## src/rtl/gcn_coo_aggregator.sv

```systemverilog
// gcn_coo_aggregator: buffers FM*WM rows, walks a COO edge list accumulating neighbour rows per node, then picks a per-node argmax class.
// Ports: clk_i, reset_i (async, active-high) | start_i, busy_o, done_o: run control
//        in_valid_i, in_ready_o, in_row_i: row load stream, rows arrive in node order
//        edge_addr_o, coo_src_i, coo_dst_i: edge list read, src/dst combinational from edge_addr_o
//        row_select_i, row_out_o: accumulator readout (0 when out of range)
//        argmax_out_o: per-node winning class | ovf_flag_o, err_flag_o: sticky per-run flags
module gcn_coo_aggregator #(
    parameter int NUM_NODES      = 6,
    parameter int WEIGHT_COLS    = 3,
    parameter int DOT_PROD_WIDTH = 16,
    parameter int ACC_WIDTH      = 20,
    parameter int NUM_EDGES      = 6,
    parameter int SYMMETRIC      = 1,
    parameter int SELF_LOOP      = 0,
    parameter int NODE_BW        = $clog2(NUM_NODES),
    parameter int CLASS_BW       = $clog2(WEIGHT_COLS),
    parameter int EDGE_AW        = $clog2(NUM_EDGES)
) (
    input  logic                                        clk_i,
    input  logic                                        reset_i,
    input  logic                                        start_i,
    output logic                                        busy_o,
    output logic                                        done_o,
    input  logic                                        in_valid_i,
    output logic                                        in_ready_o,
    input  logic [WEIGHT_COLS-1:0][DOT_PROD_WIDTH-1:0]  in_row_i,
    output logic [EDGE_AW-1:0]                          edge_addr_o,
    input  logic [NODE_BW-1:0]                          coo_src_i,
    input  logic [NODE_BW-1:0]                          coo_dst_i,
    input  logic [NODE_BW-1:0]                          row_select_i,
    output logic [WEIGHT_COLS-1:0][ACC_WIDTH-1:0]       row_out_o,
    output logic [NUM_NODES-1:0][CLASS_BW-1:0]          argmax_out_o,
    output logic                                        ovf_flag_o,
    output logic                                        err_flag_o
);
    typedef enum logic [2:0] {S_IDLE, S_LOAD, S_INIT, S_EDGE, S_ARGMAX, S_DONE} state_t;
    // one bit wider than a node index so a power-of-two node count still compares correctly
    localparam logic [NODE_BW:0]    NODES     = (NODE_BW+1)'(NUM_NODES);
    localparam logic [NODE_BW-1:0]  LAST_NODE = NODE_BW'(NUM_NODES - 1);
    localparam logic [EDGE_AW-1:0]  LAST_EDGE = EDGE_AW'(NUM_EDGES - 1);
    state_t                                      state_q;
    logic [WEIGHT_COLS-1:0][DOT_PROD_WIDTH-1:0]  sp_q [NUM_NODES];
    logic [WEIGHT_COLS-1:0][ACC_WIDTH-1:0]       acc_q [NUM_NODES];
    logic [WEIGHT_COLS-1:0][ACC_WIDTH-1:0]       acc_d [NUM_NODES];
    logic [NUM_NODES-1:0][CLASS_BW-1:0]          argmax_q;
    logic [NODE_BW-1:0]                          cnt_q;
    logic [EDGE_AW-1:0]                          edge_q;
    logic                                        busy_q, done_q, ready_q, ovf_q, err_q;
    logic                                        src_ok, dst_ok, edge_ok, edge_ovf;
    logic [WEIGHT_COLS-1:0][DOT_PROD_WIDTH-1:0]  row_s, row_d;
    logic [ACC_WIDTH:0]                          sum;
    logic [ACC_WIDTH-1:0]                        best;
    logic [CLASS_BW-1:0]                         best_idx;
    assign busy_o       = busy_q;
    assign done_o       = done_q;
    assign in_ready_o   = ready_q;
    assign edge_addr_o  = edge_q;
    assign argmax_out_o = argmax_q;
    assign ovf_flag_o   = ovf_q;
    assign err_flag_o   = err_q;
    assign row_out_o    = ({1'b0, row_select_i} < NODES) ? acc_q[row_select_i] : '0;
    // next accumulator image for the current edge; the carry bit of each sum drives saturation
    always_comb begin
        src_ok   = {1'b0, coo_src_i} < NODES;
        dst_ok   = {1'b0, coo_dst_i} < NODES;
        edge_ok  = src_ok && dst_ok;
        row_s    = src_ok ? sp_q[coo_src_i] : '0;
        row_d    = dst_ok ? sp_q[coo_dst_i] : '0;
        acc_d    = acc_q;
        edge_ovf = 1'b0;
        sum      = '0;
        for (int n = 0; n < NUM_NODES; n++) begin
            for (int c = 0; c < WEIGHT_COLS; c++) begin
                if (edge_ok && NODE_BW'(n) == coo_dst_i) begin
                    sum          = {1'b0, acc_q[n][c]} + (ACC_WIDTH+1)'(row_s[c]);
                    acc_d[n][c]  = sum[ACC_WIDTH] ? '1 : sum[ACC_WIDTH-1:0];
                    edge_ovf     = edge_ovf | sum[ACC_WIDTH];
                end
                // a self edge contributes once, so the reverse direction only applies when s != d
                if (SYMMETRIC != 0 && edge_ok && NODE_BW'(n) == coo_src_i && coo_src_i != coo_dst_i) begin
                    sum          = {1'b0, acc_q[n][c]} + (ACC_WIDTH+1)'(row_d[c]);
                    acc_d[n][c]  = sum[ACC_WIDTH] ? '1 : sum[ACC_WIDTH-1:0];
                    edge_ovf     = edge_ovf | sum[ACC_WIDTH];
                end
            end
        end
    end
    // strict greater-than keeps the lowest column on ties
    always_comb begin
        best     = acc_q[cnt_q][0];
        best_idx = '0;
        for (int c = 1; c < WEIGHT_COLS; c++) begin
            if (acc_q[cnt_q][c] > best) begin
                best     = acc_q[cnt_q][c];
                best_idx = CLASS_BW'(c);
            end
        end
    end
    always_ff @(posedge clk_i or posedge reset_i) begin
        if (reset_i) begin
            state_q  <= S_IDLE;
            for (int n = 0; n < NUM_NODES; n++) begin
                sp_q[n]  <= '0;
                acc_q[n] <= '0;
            end
            argmax_q <= '0;
            cnt_q    <= '0;
            edge_q   <= '0;
            busy_q   <= 1'b0;
            done_q   <= 1'b0;
            ready_q  <= 1'b0;
            ovf_q    <= 1'b0;
            err_q    <= 1'b0;
        end else begin
            case (state_q)
                S_IDLE: if (start_i) begin
                    state_q <= S_LOAD;
                    busy_q  <= 1'b1;
                    ready_q <= 1'b1;
                    ovf_q   <= 1'b0;
                    err_q   <= 1'b0;
                    cnt_q   <= '0;
                end
                S_LOAD: if (in_valid_i) begin
                    sp_q[cnt_q] <= in_row_i;
                    cnt_q       <= (cnt_q == LAST_NODE) ? '0 : cnt_q + 1'b1;
                    if (cnt_q == LAST_NODE) begin
                        ready_q <= 1'b0;
                        state_q <= S_INIT;
                    end
                end
                S_INIT: begin
                    for (int n = 0; n < NUM_NODES; n++)
                        for (int c = 0; c < WEIGHT_COLS; c++)
                            acc_q[n][c] <= (SELF_LOOP != 0) ? ACC_WIDTH'(sp_q[n][c]) : '0;
                    edge_q  <= '0;
                    state_q <= S_EDGE;
                end
                S_EDGE: begin
                    acc_q   <= acc_d;
                    ovf_q   <= ovf_q | edge_ovf;
                    err_q   <= err_q | ~edge_ok;
                    edge_q  <= (edge_q == LAST_EDGE) ? '0 : edge_q + 1'b1;
                    state_q <= (edge_q == LAST_EDGE) ? S_ARGMAX : S_EDGE;
                end
                S_ARGMAX: begin
                    argmax_q[cnt_q] <= best_idx;
                    cnt_q           <= (cnt_q == LAST_NODE) ? '0 : cnt_q + 1'b1;
                    if (cnt_q == LAST_NODE) begin
                        done_q  <= 1'b1;
                        state_q <= S_DONE;
                    end
                end
                S_DONE: begin
                    done_q  <= 1'b0;
                    busy_q  <= 1'b0;
                    state_q <= S_IDLE;
                end
                default: state_q <= S_IDLE;
            endcase
        end
    end
endmodule

```

## config.mk

```make
export PLATFORM = sky130hd
export DESIGN_NAME = gcn_coo_aggregator
export DESIGN_NICKNAME = d
export VERILOG_FILES = /design/src/rtl/gcn_coo_aggregator.sv
export SDC_FILE = /design/constraint.sdc
export NUM_CORES = 2
export LEC_CHECK = 0
export CAP_MARGIN = 30
export CORE_ASPECT_RATIO = 0.6
export CORE_UTILIZATION = 50
export DETAILED_ROUTE_END_ITERATION = 6
export MAX_ROUTING_LAYER = met4
export PLACE_DENSITY = 0.66
export SYNTH_ARGS = -nofsm -noshare
export SYNTH_HDL_FRONTEND = slang
export SYNTH_SLANG_ARGS = --single-unit
```

## constraint.sdc

```tcl
create_clock -name clk_i -period 59.7 [get_ports clk_i]
set_input_delay 17.91 -clock clk_i [delete_from_list [all_inputs] [get_ports clk_i]]
set_output_delay 17.91 -clock clk_i [all_outputs]
set_load 0.005 [all_outputs]
```

# [Word-level counts from Yosys, hierarchy flattened]
# Index checks and enable logic that the tools add are counted.
[op_classes] muxes=155 eq_ne=28 n_lt_le_gt_ge=12 addsub=38 n_bitwise=42 n_reduce_logical=43
[ops] op="20-bit two-way mux" count=73
[ops] op="20-bit by 16-bit adder with 21-bit output" count=36
[ops] op="360-bit one-hot mux with 2 select lines" count=1
[ops] op="60-bit binary-select mux with 3-bit select" count=2
[ops] op="48-bit two-way mux" count=7
[ops] op="60-bit two-way mux" count=5
[ops] op="48-bit binary-select mux with 3-bit select" count=2
[ops] op="288-bit bitwise mux" count=1
[ops] op="48-bit demux with 3-bit select" count=1
[ops] op="1-bit two-way mux" count=42
[ops] op="20-bit > comparator" count=2
[ops] op="1-bit bitwise OR" count=37
[ops] op="3-bit two-way mux" count=9
[ops] op="1-bit logical AND" count=21
[ops] op="2-bit AND reduction" count=10
[ops] op="3-bit inequality test (second input constant)" count=6
[ops] op="4-bit >= comparator (second input constant)" count=4
[ops] op="3-bit inverter with 4-bit output" count=4
[ops] op="3-bit one-hot mux with 5 select lines" count=1
[ops] op="12-bit bitwise mux" count=1
[ops] op="2-bit by 3-bit == test with 1-bit output (first input constant)" count=4
[ops] op="3-bit == test (first input constant)" count=4
[ops] op="3-bit == test (second input constant)" count=4
[ops] op="1-bit one-hot mux with 2 select lines" count=5
[ops] op="other kinds (20)" count=36
[totals] reg_bits=674 inputBits=61 word_cells=368 output_inout_bits=80

# [Depth between registers and ports, before layout]
[depth] ltp_word=79 mapped_depth=32 depth_no_buf=27

# [Worst setup path before layout]
# OpenSTA, ideal clock, no wires.
[synth_timing] path_type="input-to-output" startpoint="in row_select_i[0]" endpoint="out row_out_o[15] (netlist name)" stages=6 t_required_ns=41.790 slack_ns=22.087 arrival_ns=19.704 path_buffers=3 path_cell_list="clkbuf_1 -> clkbuf_1 -> buf_1 -> mux4_2 -> inv_1 -> o22ai_1"
[synth_rtl] element="start: declaration" line_no="30" rtl="input logic [NODE_BW-1:0] row_select_i,"
[synth_rtl] element="end: declaration" line_no="31" rtl="output logic [WEIGHT_COLS-1:0][ACC_WIDTH-1:0] row_out_o,"

==> flow_metrics.env <==
export IMPL_status="finished with violations"
export IMPL_violations="DRC"
export IMPL_rows=102
export IMPL_clk_latency_ns=0.74
export IMPL_synth_cell_types=92
export IMPL_finClkSkew_ns=0.0444
export IMPL_finalCritPeriodShare_pct=65.1
export IMPL_die_width_um=472
export IMPL_remaining_drc_errors=8
export IMPL_dr_wl_met3_um=40700
export IMPL_p_seq_share_pct=24.0
export IMPL_rsz0062_at_grt="no"
export IMPL_critical_path_class="in -> out"
export IMPL_power_share_combinational_pct=61.1
export IMPL_syn_to_final_growth_pct=10.6
export IMPL_switchingPower_uw=1820
export IMPL_period_needed_ns=38.86
export IMPL_synth_edf_count=0
export IMPL_tightestPinTransition_ns=1.17
export IMPL_hold_viol=0
export IMPL_drtAntennaViolNets=0
export IMPL_h_tree_depth=3
export IMPL_leakage_uw=0.0338
export IMPL_regArea_sq_um=16900
export IMPL_routed_via_density=6.93
export IMPL_r2r_cells=28
export IMPL_yosys_warnings=0
export IMPL_cts_resized=0
export IMPL_root_buffer="clkbuf_16"
export IMPL_syn_area_sq_um=66200
export IMPL_die_y_um=284
export IMPL_track_usage_pct=42.2
export IMPL_hp_class="reg -> reg"
export IMPL_syn_avg_cell_area_sq_um=8.96
export IMPL_power_frac_clock_pct=14.9
export IMPL_dpl_cell_area_sq_um=70200
export IMPL_place_congestion=1.07
export IMPL_reg2reg_slack_ns=51.86
export IMPL_post_cts_buffers=0
export IMPL_final_nets=8190
export IMPL_drv_slew=0
export IMPL_finalSetupTns_ns=0
export IMPL_clock_sinks=674
export IMPL_wl_um=282000
export IMPL_min_from="argmax_out_o[3]"
export IMPL_netlist_instances=7391
export IMPL_grt_max_degree=112
export IMPL_ys_seq_area_share_pct=25.5
export IMPL_maxSlewHeadroom_pct=19.9
export IMPL_io_pins=141
export IMPL_met1_length_um=125000
export IMPL_drt_iter0_drc=8436
export IMPL_die_area_sq_um=134000
export IMPL_fin_area_sq_um=73200
export IMPL_cts_buffers=78
export IMPL_holdPathEnd="argmax_out_o[3]"
export IMPL_synthArstFlopShare_pct=100
export IMPL_power_density_nw_per_um2=50.2
export IMPL_holdBufCountCts=0
export IMPL_drt_wirelength_per_cell_um=30.4
export IMPL_switching_share_pct=49.4
export IMPL_worst_ep_arrival_time_ns=20.95
export IMPL_top_layer="met4"
export IMPL_cts_tree="yes"
export IMPL_syn_nets=8104
export IMPL_final_layout_size_suffix_gt1_share_pct=13.0
export IMPL_first_pass_iters=7
export IMPL_critical_path_max_fanout=78
export IMPL_vdd_drop_max_uv=42.3
export IMPL_grt_overflow=0
export IMPL_r2r_start="cnt_q[0]"
export IMPL_mostFrequentLayoutCells="dfrtp_1 (672), nand2_1 (668), ha_1 (616), o21ai_0 (548), nor2_1 (445)"
export IMPL_ys_seq_elements=674
export IMPL_start_util_pct=50.9
export IMPL_vias=64258
export IMPL_ctsLongestPathBuffers=3
export IMPL_core_sq_um=130000
export IMPL_intPower_uw=1860
export IMPL_mostFrequentLayoutCell="dfrtp_1"
export IMPL_fillerInstances=11559
export IMPL_io_buffers=140
export IMPL_worstHoldPathCells=1
export IMPL_antenna_found_initial=29
export IMPL_grt_pass1_vias=57792
export IMPL_clk_pin_slew_ns=0.07
export IMPL_max_freq_mhz=25.7
export IMPL_synth_main_ff_cell="dfrtp_1"
export IMPL_hpwl_um=214000
export IMPL_cp_start_kind="input port"
export IMPL_r2r_end="argmax_out_o[2]"
export IMPL_grt_pass1_wl_um=406000
export IMPL_cap_viol_max_count=0
export IMPL_critical_path_required_ns=41.79
export IMPL_worstSetupEndpointType="output port"
export IMPL_route_met2_wl_um=106000
export IMPL_multi_input_area_sq_um=47200
export IMPL_setup_violations=0
-- layout make-up --
type | instances | share of cell area (%)
timing repair buffer | 351 | 4.26
tap | 1716 | 2.93
antenna | 21 | 0.0718
inverter | 270 | 1.39
clock inverter | 32 | 0.745
sequential | 674 | 23.0
clock buffer | 110 | 3.08
multi-input combinational | 6102 | 64.5
-- logic make-up (layout without fill, tap and decap cells) --
group / Yosys count / after routing / share of synthesized area, %
mux: 783 / 783 / 16.1
buf+inv: 615 / 763 / 3.58
xor+xnor: 470 / 470 / 6.22
fa+ha+maj: 652 / 652 / 12.7
other cells: 0 / 21 / 0
simple gates: 1891 / 1891 / 13.2
flops: 674 / 674 / 25.5
compound gates: 2306 / 2306 / 22.7
-- worst max-delay path by stage --
stage | from | to | slack [ns] | depth (start not counted)
final | row_select_i[0] | row_out_o[59] | 20.84 | 6
after global routing | row_select_i[0] | row_out_o[59] | 20.72 | 6
after CTS | row_select_i[0] | row_out_o[59] | 20.83 | 6
after detailed placement | row_select_i[0] | row_out_o[59] | 20.81 | 6
after global placement | row_select_i[0] | row_out_o[59] | 20.86 | 6
after floorplan | row_select_i[0] | row_out_o[15] | 22.09 | 6
-- state kept, by name, indices dropped and copies added (netlist names) --
name / cells
edge_addr_o: 3
ovf_flag_o: 1
in_ready_o: 1
done_o: 1
sp_q: 288
acc_q: 360
state_q: 3
cnt_q: 3
argmax_out_o: 12
err_flag_o: 1
busy_o: 1
-- worst max-delay path, cell delays in order --
cell             delay, ns
clkbuf_8              0.69
buf_4                 0.78
mux4_2                0.36
inv_1                 0.04
o22ai_1               0.42
clkdlybuf4s50_1       0.65
-- cells in the mapped netlist (all sizes together) (198+ instances only) --
cell type,number,area [sq um]
a21oi,446,2250
a21o,200,1500
nand3,198,991
nor2,455,1710
inv,270,1010
xnor2,368,3220
mux2i,273,2730
nand2,676,2540
ha,616,7710
mux2,314,3540
o21ai,609,3070
dfrtp,674,16900
clkbuf,255,957
o22ai,239,1500
-- power by group through the flow --
stage | combinational [uW] | clock [uW] | sequential, uW
6_report | 2250 | 549 | 882
5_1_grt | 2400 | 569 | 892
2_1_floorplan | 1530 | 0 | 743
3_5_place_dp | 2150 | 0 | 872
3_3_place_gp | 2120 | 0 | 866
4_1_cts | 2170 | 550 | 865
-- layer usage --
metal | global-route usage [%] | up-vias
met5 | - | -
met4 | 13.7 | 0
met3 | 14.3 | 530
met2 | 52.4 | 4067
met1 | 62.3 | 31590
li1 | - | 28071
-- stage by stage --
step | std cells | total power (uW) | hold slack (ns) | worst slack, ns | util [%]
final | 9276 | 3680 | 0.513 | 20.84 | 56.2
after global routing | 9270 | 3860 | 0.540 | 20.72 | 56.2
after CTS | 9244 | 3590 | 0.512 | 20.83 | 56.1
after detailed placement | 9102 | 3030 | 0.484 | 20.81 | 53.9
after global placement | 9092 | 2980 | 0.476 | 20.86 | 53.8
after floorplan | 7391 | 2280 | 0.470 | 22.09 | -
Note: power is estimated with default switching activity, not from simulation.
